==> src/rtl/input_periph_pkg.sv <==
// Shared constants and address decode for the memory-mapped input peripheral.
package input_periph_pkg;

  localparam int SW_W    = 18;
  localparam int KEY_W   = 4;
  localparam int ADDR_W  = 6;
  localparam int DATA_W  = 32;

  localparam logic [ADDR_W-1:0] IN_SW_ADDR     = 6'h00;
  localparam logic [ADDR_W-1:0] IN_KEY_ADDR    = 6'h01;
  localparam logic [ADDR_W-1:0] IN_KFLAG_ADDR  = 6'h02;
  localparam logic [ADDR_W-1:0] IN_SWFLAG_ADDR = 6'h03;

  typedef enum logic [2:0] {
    SEL_SW,
    SEL_KEY,
    SEL_KFLAG,
    SEL_SWFLAG,
    SEL_NONE
  } reg_sel_e;

  function automatic reg_sel_e decode_addr(input logic [ADDR_W-1:0] a);
    reg_sel_e sel;
    case (a)
      IN_SW_ADDR:     sel = SEL_SW;
      IN_KEY_ADDR:    sel = SEL_KEY;
      IN_KFLAG_ADDR:  sel = SEL_KFLAG;
      IN_SWFLAG_ADDR: sel = SEL_SWFLAG;
      default:        sel = SEL_NONE;
    endcase
    return sel;
  endfunction

endpackage

==> src/rtl/input_periph_if.sv <==
// Load/store bus between the core and the input peripheral.
interface input_periph_if;
  logic [5:0]  addr;
  logic        st_en;
  logic [31:0] st_data;
  logic [31:0] out;

  modport master (output addr, output st_en, output st_data, input out);
  modport slave  (input addr, input st_en, input st_data, output out);
endinterface

==> src/rtl/key_debounce.sv <==
// One-key debouncer: the level only follows the synced input after
// DB_CYCLES consecutive edges of disagreement.
module key_debounce #(
  parameter int DB_CYCLES = 50000
) (
  input  logic clk,
  input  logic rst,
  input  logic sync_in,
  output logic lvl,
  output logic rise
);

  localparam int CNT_W = $clog2(DB_CYCLES);
  localparam logic [CNT_W-1:0] CNT_MAX = CNT_W'(DB_CYCLES - 1);

  logic             lvl_q, lvl_d;
  logic [CNT_W-1:0] cnt_q, cnt_d;
  logic             flip;

  always_comb begin
    lvl_d = lvl_q;
    cnt_d = '0;
    flip  = 1'b0;
    if (sync_in != lvl_q) begin
      if (cnt_q == CNT_MAX) begin
        flip  = 1'b1;
        lvl_d = sync_in;
      end else begin
        cnt_d = cnt_q + 1'b1;
      end
    end
    // Rise is reported on the same edge the level commits, so the flag
    // register can set in lockstep with lvl.
    rise = flip & sync_in;
  end

  always_ff @(posedge clk) begin
    if (!rst) begin
      lvl_q <= 1'b0;
      cnt_q <= '0;
    end else begin
      lvl_q <= lvl_d;
      cnt_q <= cnt_d;
    end
  end

  assign lvl = lvl_q;

endmodule

==> src/rtl/input_periph.sv <==
// Switch/button input peripheral: 2-flop synchronizers, per-key debounce,
// sticky W1C event flags and a combinational read mux.
module input_periph
  import input_periph_pkg::*;
#(
  parameter int DB_CYCLES = 50000
) (
  input  logic             clk,
  input  logic             rst,
  input  logic [SW_W-1:0]  i_sw,
  input  logic [KEY_W-1:0] i_key,
  input_periph_if.slave    bus
);

  logic [SW_W-1:0]  sw_s1_q, sw_s1_d;
  logic [SW_W-1:0]  sw_sync_q, sw_sync_d;
  logic [SW_W-1:0]  sw_prev_q, sw_prev_d;
  logic [KEY_W-1:0] key_s1_q, key_s1_d;
  logic [KEY_W-1:0] key_sync_q, key_sync_d;
  logic [KEY_W-1:0] kflag_q, kflag_d;
  logic             swflag_q, swflag_d;

  logic [KEY_W-1:0] key_lvl;
  logic [KEY_W-1:0] key_rise;
  logic [KEY_W-1:0] kflag_clr;
  logic             swflag_clr;
  logic             sw_chg;
  reg_sel_e         sel;

  for (genvar k = 0; k < KEY_W; k++) begin : g_key
    key_debounce #(.DB_CYCLES(DB_CYCLES)) u_db (
      .clk     (clk),
      .rst     (rst),
      .sync_in (key_sync_q[k]),
      .lvl     (key_lvl[k]),
      .rise    (key_rise[k])
    );
  end

  always_comb begin
    sel        = decode_addr(bus.addr);
    // Buttons are active-low on the board; everything past here is 1 = pressed.
    sw_s1_d    = i_sw;
    sw_sync_d  = sw_s1_q;
    sw_prev_d  = sw_sync_q;
    key_s1_d   = ~i_key;
    key_sync_d = key_s1_q;

    kflag_clr  = (bus.st_en && sel == SEL_KFLAG) ? bus.st_data[KEY_W-1:0] : '0;
    swflag_clr = bus.st_en && sel == SEL_SWFLAG && bus.st_data[0];
    sw_chg     = sw_sync_q != sw_prev_q;

    // Set terms are OR'd in after the clear so a same-edge event is never lost.
    kflag_d    = (kflag_q & ~kflag_clr) | key_rise;
    swflag_d   = (swflag_q & ~swflag_clr) | sw_chg;
  end

  always_ff @(posedge clk) begin
    if (!rst) begin
      sw_s1_q    <= '0;
      sw_sync_q  <= '0;
      sw_prev_q  <= '0;
      key_s1_q   <= '0;
      key_sync_q <= '0;
      kflag_q    <= '0;
      swflag_q   <= 1'b0;
    end else begin
      sw_s1_q    <= sw_s1_d;
      sw_sync_q  <= sw_sync_d;
      sw_prev_q  <= sw_prev_d;
      key_s1_q   <= key_s1_d;
      key_sync_q <= key_sync_d;
      kflag_q    <= kflag_d;
      swflag_q   <= swflag_d;
    end
  end

  always_comb begin
    bus.out = '0;
    case (sel)
      SEL_SW:     bus.out = {{(DATA_W-SW_W){1'b0}}, sw_sync_q};
      SEL_KEY:    bus.out = {{(DATA_W-KEY_W){1'b0}}, key_lvl};
      SEL_KFLAG:  bus.out = {{(DATA_W-KEY_W){1'b0}}, kflag_q};
      SEL_SWFLAG: bus.out = {{(DATA_W-1){1'b0}}, swflag_q};
      default:    bus.out = '0;
    endcase
  end

endmodule

==> src/flat_wrapper.sv <==
// flat-port wrapper written by rule: the top's interface ports become plain ports
module input_periph_flat import input_periph_pkg::*;
#(
  parameter int DB_CYCLES = 50000
)
  (clk, rst, i_sw, i_key, bus_addr, bus_st_en, bus_st_data, bus_out);
  input_periph_if bus_i ();
  input  logic clk;
  input  logic rst;
  input  logic [SW_W-1:0] i_sw;
  input  logic [KEY_W-1:0] i_key;
  input wire logic [$bits(bus_i.addr)-1:0] bus_addr;
  input wire logic [$bits(bus_i.st_en)-1:0] bus_st_en;
  input wire logic [$bits(bus_i.st_data)-1:0] bus_st_data;
  output wire logic [$bits(bus_i.out)-1:0] bus_out;
  assign bus_i.addr = bus_addr;
  assign bus_i.st_en = bus_st_en;
  assign bus_i.st_data = bus_st_data;
  assign bus_out = bus_i.out;
  input_periph #(.DB_CYCLES(DB_CYCLES)) u_core (.clk(clk), .rst(rst), .i_sw(i_sw), .i_key(i_key), .bus(bus_i));
endmodule
==> config.mk <==
export PLATFORM = sky130hd
export DESIGN_NAME = input_periph_flat
export DESIGN_NICKNAME = d
export VERILOG_FILES = /design/src/rtl/input_periph_pkg.sv /design/src/rtl/input_periph_if.sv /design/src/rtl/key_debounce.sv /design/src/rtl/input_periph.sv /design/src/flat_wrapper.sv
export SDC_FILE = /design/constraint.sdc
export NUM_CORES = 1
export LEC_CHECK = 0
export ABC_AREA = 1
export CORE_UTILIZATION = 58
export DETAILED_ROUTE_END_ITERATION = 6
export MAX_ROUTING_LAYER = met4
export PLACE_DENSITY = 0.85
export SYNTH_ARGS = -nofsm -noshare
export SYNTH_HDL_FRONTEND = slang
export SYNTH_HIERARCHICAL = 1
export SYNTH_SLANG_ARGS = --single-unit
==> constraint.sdc <==
create_clock -name clk -period 2.66 [get_ports clk]
set_input_delay 0.399 -clock clk [delete_from_list [all_inputs] [get_ports clk]]
set_output_delay 0.399 -clock clk [all_outputs]
set_load 0.01 [all_outputs]
# ---- Word level (Yosys, flattened, before mapping)
# Cells that the tools add are included.
dict set report totals {
  regBits 135
  input_bits 63
  out_inout_bits 32
}
dict set report op_classes {
  add_sub_neg 4
  eq_ne 15
  n_mux 11
  bitwise 16
  n_reduce_logical 13
}
# operator count
set ops {}
lappend ops {{$pmux W18 S4} 1}
lappend ops {{$add A16 B1 Y16 const B} 4}
lappend ops {{$eq A16 B16 Y1 const B} 4}
lappend ops {{$ne A18 B18 Y1} 1}
lappend ops {{$eq A6 B2 Y1 const B} 2}
lappend ops {{$pmux W3 S4} 1}
lappend ops {{$reduce_or A3 Y1} 4}
lappend ops {{$mux W1} 8}
lappend ops {{$not A4 Y4} 2}
lappend ops {{$reduce_and A2 Y1} 4}
lappend ops {{$eq A3 B2 Y1 const B} 2}
lappend ops {{$eq A6 B1 Y1 const B} 1}
lappend ops {{$logic_not A6 Y1} 1}
lappend ops {{$not A1 Y1} 6}
lappend ops {{$and A1 B1 Y1} 5}
lappend ops {{$and A4 B4 Y4} 1}
lappend ops {{$mux W4} 1}
lappend ops {{$ne A1 B1 Y1} 4}
lappend ops {{$or A4 B4 Y4} 1}
lappend ops {{$eq A3 B1 Y1 const B} 1}
lappend ops {{$logic_and A1 B1 Y1} 3}
lappend ops {{$logic_not A3 Y1} 1}
lappend ops {{$or A1 B1 Y1} 1}

# ---- Depth between registers and ports, before layout
# Gate-level depths: netlist of the first run.
dict set report depth {
  word_depth 8
  depth_mapped 9
  mapped_depth_nobuf 9
}

# ---- Modules after synthesis
# Netlist of the first run, hierarchy kept.
# module n_inst cells_per_inst area_per_inst_um2
set by_module_without_submodules {}
lappend by_module_without_submodules {key_debounce 4 130 859.6}
lappend by_module_without_submodules {input_periph 1 363 2633.8}

# ---- Worst setup path after synthesis of the first run
# No wires, ideal clock.
dict set report synth_timing {
  path_type {input-to-output}
  start {in bus_addr[5]}
  end {out bus_out[11]}
  t_arrival_ps 1069
  t_required_ps 2261
  setup_slack_ps 1192
  stages 5
  path_cell_list {nor2_2 -> and2_4 -> nand3_4 -> buf_6 -> nor2_2}
}
dict set report synth_via {
  elab_chain_cells 4
}
# item line_no
set synth_rtl {}
lappend synth_rtl {{start: declaration} flat_wrapper.sv:12} ;# input wire logic [$bits(bus_i.addr)-1:0] bus_addr;
lappend synth_rtl {{$eq A6 B2 Y1 (tied with other cells)} input_periph_pkg.sv:24} ;# case (a)
lappend synth_rtl {{$pmux W3 S4 (*)} input_periph_pkg.sv:24}
lappend synth_rtl {{$eq A3 B2 Y1 (tied with other cells)} input_periph.sv:80} ;# case (sel)
lappend synth_rtl {{$pmux W18 S4 (*)} input_periph.sv:80}
lappend synth_rtl {{end: declaration} flat_wrapper.sv:15} ;# output wire logic [$bits(bus_i.out)-1:0] bus_out;
# Every way passes the cells marked *; elsewhere a longest branch is shown, timed or not.

# ---- Worst setup path after layout of the first run
dict set report layout_timing {
  start {in bus_addr[4]}
  end {out bus_out[0]}
}
# The elaborated chain is that of the path after synthesis.

==> key figures, run 1 <==
Timing
  – F_max: 389 MHz
  – Fin crit share: 96.6%
  – Final TNS setup: 0 ns
  – RSZ-0062 raised after global routing: no
  – Final WS setup: 0.0896 ns
  – Setup-failing EPs final: 0
  – Final Skew: 0.00771 ns
  – Final min period: 2.57 ns
  – Worst-margin pin slew: 0.568 ns
  – Relative slew slack: 62.1%
  – Final Hold Viols: 0
  – Slew Limit Fails: 0

Finish
  – Synth-to-layout area growth: 19.0%
  – Final core occ: 72.6%
  – Antenna Cells: 0
  – Share of cells above drive strength 1: 6.06%
  – # nets final: 1011
  – Fill count: 779
  – Register area: 2700 um2
  – Area of the multi-input gates: 2550 um2

Pwr
  – Peak supply drop: 0.000692 V
  – Power Total: 0.00459 W
  – P_leak: 3.28 nW
  – Power per Cell Area: 636 nW/um2

Clock tree
  – Setup bufs post-CTS: 0
  – Root Buffer: clkbuf_8
  – Htree depth: 4
  – Hold buffer count at CTS: 0
  – CTS clock-pin slew for the worst setup and hold paths: 0.06 ns
  – CTS Buf Count: 17
  – CTS tree: yes
  – CTS sink count: 135
  – Worst skew pair latency: 0.52 ns
  – Post-CTS sizing: 0
  – Worst-case clock buffer depth: 2

Logic synthesis
  – Yosys warns: 6
  – Commonest cells post-synth: nand2_1 (232), inv_1 (176), nor2_1 (141)
  – Post-synth EDFFs: 0
  – Post-synthesis simple-gate area fraction: 32.5%
  – Yosys reg bits: 135
  – Post-synthesis compound-gate area fraction: 2.97%
  – Synth Flop Type: dfxtp_1
  – Synthesized instance count: 883
  – Most frequent cell after synthesis: nand2_1
  – Synth cell types: 26
  – Post-Syn Area: 6070 um2
  – XOR/XNOR Fraction of Synth Area: 4.90%
  – Post-synth top area share: 44.5%
  – Cell taking the most area after synthesis: dfxtp_1
  – FFs w/ async S/R, synth: 0%
  – Largest family of logic cells by synthesized area: simple AND/OR/NAND/NOR gates
  – Sequential area share after synthesis: 44.5%
  – Area contributors post-synth: dfxtp_1 (45%), nand2_1 (14%), inv_1 (11%)
  – Syn avg cell area: 6.88 um2
  – Post-Synth Adder-Cell Area: 0.824%
  – Mux cell area share after synthesis: 0%

Global route
  – Gr busiest metal: met2
  – Total global-route track usage: 23.4%
  – Global-route wire length before repair: 20.2 mm
  – Met2 Use GR: 40.4%
  – Grt met3 use: 4.57%
  – GR Layer Usage met1: 26.2%
  – Largest net degree at the start of global routing: 38
  – Grt total ovfl: 0
  – Vias in the first global route: 4757
  – Initial antenna violation count: 0

Route
  – Avg WL per Cell: 10.7 um
  – Number of remaining DRC errors: 0
  – Via-to-Cell Ratio: 4.68
  – Vias after detailed routing: 5101
  – Pre-antenna DRT Iters: 4
  – Final wirelength: 11.7 mm
  – ANT nets after route: 0
  – Number of DRC markers in iteration 0: 196

Setup path
  – Crit path cell chain: clkdlybuf4s50_1 > nor2_2 > and2_4 > nand3_1 > inv_1 > nand2_1 > o211ai_1 > clkdlybuf4s50_1
  – Crit path top cell by count: clkdlybuf4s50_1
  – Setup Crit Path Kind: in2out
  – Largest fanout on the critical path: 4
  – CP Launch Type: primary input
  – WP data required: 2.26 ns
  – Slowest cell on crit path: clkdlybuf4s50_1
  – Crit end category: output pin
  – CP arrival: 2.17 ns
  – CP max stage delay: 0.60 ns

Die
  – Core ar.: 9950 um2
  – Starting density of the core: 61.0%
  – Die Span X: 104 um
  – Die ar.: 10900 um2
  – Die H: 104 um
  – IO Pins: 95
  – Row count: 36

Place
  – Hpwl dp: 8.04 mm
  – Placement Setup Slack: 0.0888 ns
  – GP Congestion: 0.867
  – IO Port Bufs: 52

Flow run
  – Max-cap violations: 0

Worst hold path
  – Hold Crit Class: in2reg

Outcome
  – Status: complete, no violations
[registers in the layout (all words and copies together), names as in the netlist]
signal and count:
u_core/swflag_q 1, u_core/sw_prev_q 18, u_core/g_key.u_db/lvl 4, u_core/sw_s1_q 18, u_core/key_sync_q 4, u_core/sw_prev_d 18, u_core/key_s1_q 4, u_core/kflag_q 4
u_core/g_key.u_db/cnt_q 64
[routing by layer]
layer  wire [um]  share of wire, %
met5           0                 0
met4         215               1.8
met3         416               3.6
met2        5800                50
met1        5240                45
[through the flow]
step	instances	hold WS (ns)	instance area, um2
global route	1090	0.388	7230
finish	1090	0.371	7230
floorplan	896	0.386	6120
CTS	1090	0.359	7220
detailed placement	1058	0.396	6630
global placement	1058	0.390	6630
[cells by family (layout without fill, tap and decap cells)]
family                     after synthesis  after routing
AOI/OAI and AO/OA                       34             34
xor gates and xnor gates                34             34
adders and majority gates                4              4
buffers and inverters                  204            265
DFF                                    135            135
other                                    1             14
and+or+nand+nor                        471            471
[power by group]
part           switching [W]  internal, W  total (W)  leakage, nW
clock               0.000889      0.00144    0.00233        0.284
combinational       0.000101    0.0000809   0.000182         1.90
sequential         0.0000193      0.00206    0.00208         1.10
total                0.00101      0.00358    0.00459         3.28
[path summary, 6_finish.rpt]
| kind | end | from | cells past startpoint | slack, ns |
|---|---|---|---|---|
| hold reg to reg | u_core/sw_prev_d[11]$_SDFF_PN0_ | u_core/sw_s1_q[11]$_SDFF_PN0_ | 2 | 0.41 |
| setup / recovery | bus_out[0] | bus_addr[4] | 8 | 0.09 |
| hold / removal | u_core/sw_prev_d[2]$_SDFF_PN0_ | rst | 3 | 0.37 |
| setup reg to reg | u_core/g_key[3].u_db/cnt_q[9]$_SDFF_PP0_ | u_core/g_key[3].u_db/cnt_q[0]$_SDFF_PP0_ | 6 | 1.05 |
[placed cells by master, fill, tap and decap left out, types with 16 or more instances in the layout]
cell type,synthesis,layout
a21oi_1,26,26
clkbuf_16,0,16
clkdlybuf4s50_1,0,48
dfxtp_1,135,135
inv_1,176,176
nand2_1,232,232
nand3_1,50,50
nand4_1,20,20
nor2_1,141,141
xnor2_1,18,18
xor2_1,16,16
[area by class of cell]
| cell class | count | area share (%) |
|---|---|---|
| Timing Repair Buffer | 55 | 7.55 |
| Tap cell | 133 | 2.30 |
| Inverter | 178 | 9.25 |
| Clock inverter | 13 | 2.32 |
| Sequential cell | 135 | 37.4 |
| Clock buffer | 19 | 5.83 |
| Multi-Input combinational cell | 557 | 35.4 |
[critical path, delay by kind of cell]
family,cells,cell delay [ns]
and+or+nand+nor,4,0.47
AOI/OAI and AO/OA,1,0.09
buffers and inverters,3,1.20
No activity file was read; power rests on OpenSTA's default activity.
==> inputs of run 2 (changes only) <==
Settings changed: HOLD_SLACK_MARGIN set to 0.03.
==> results of run 2 <==
The final DEF is identical to that of run 1; final timing and power are the same.
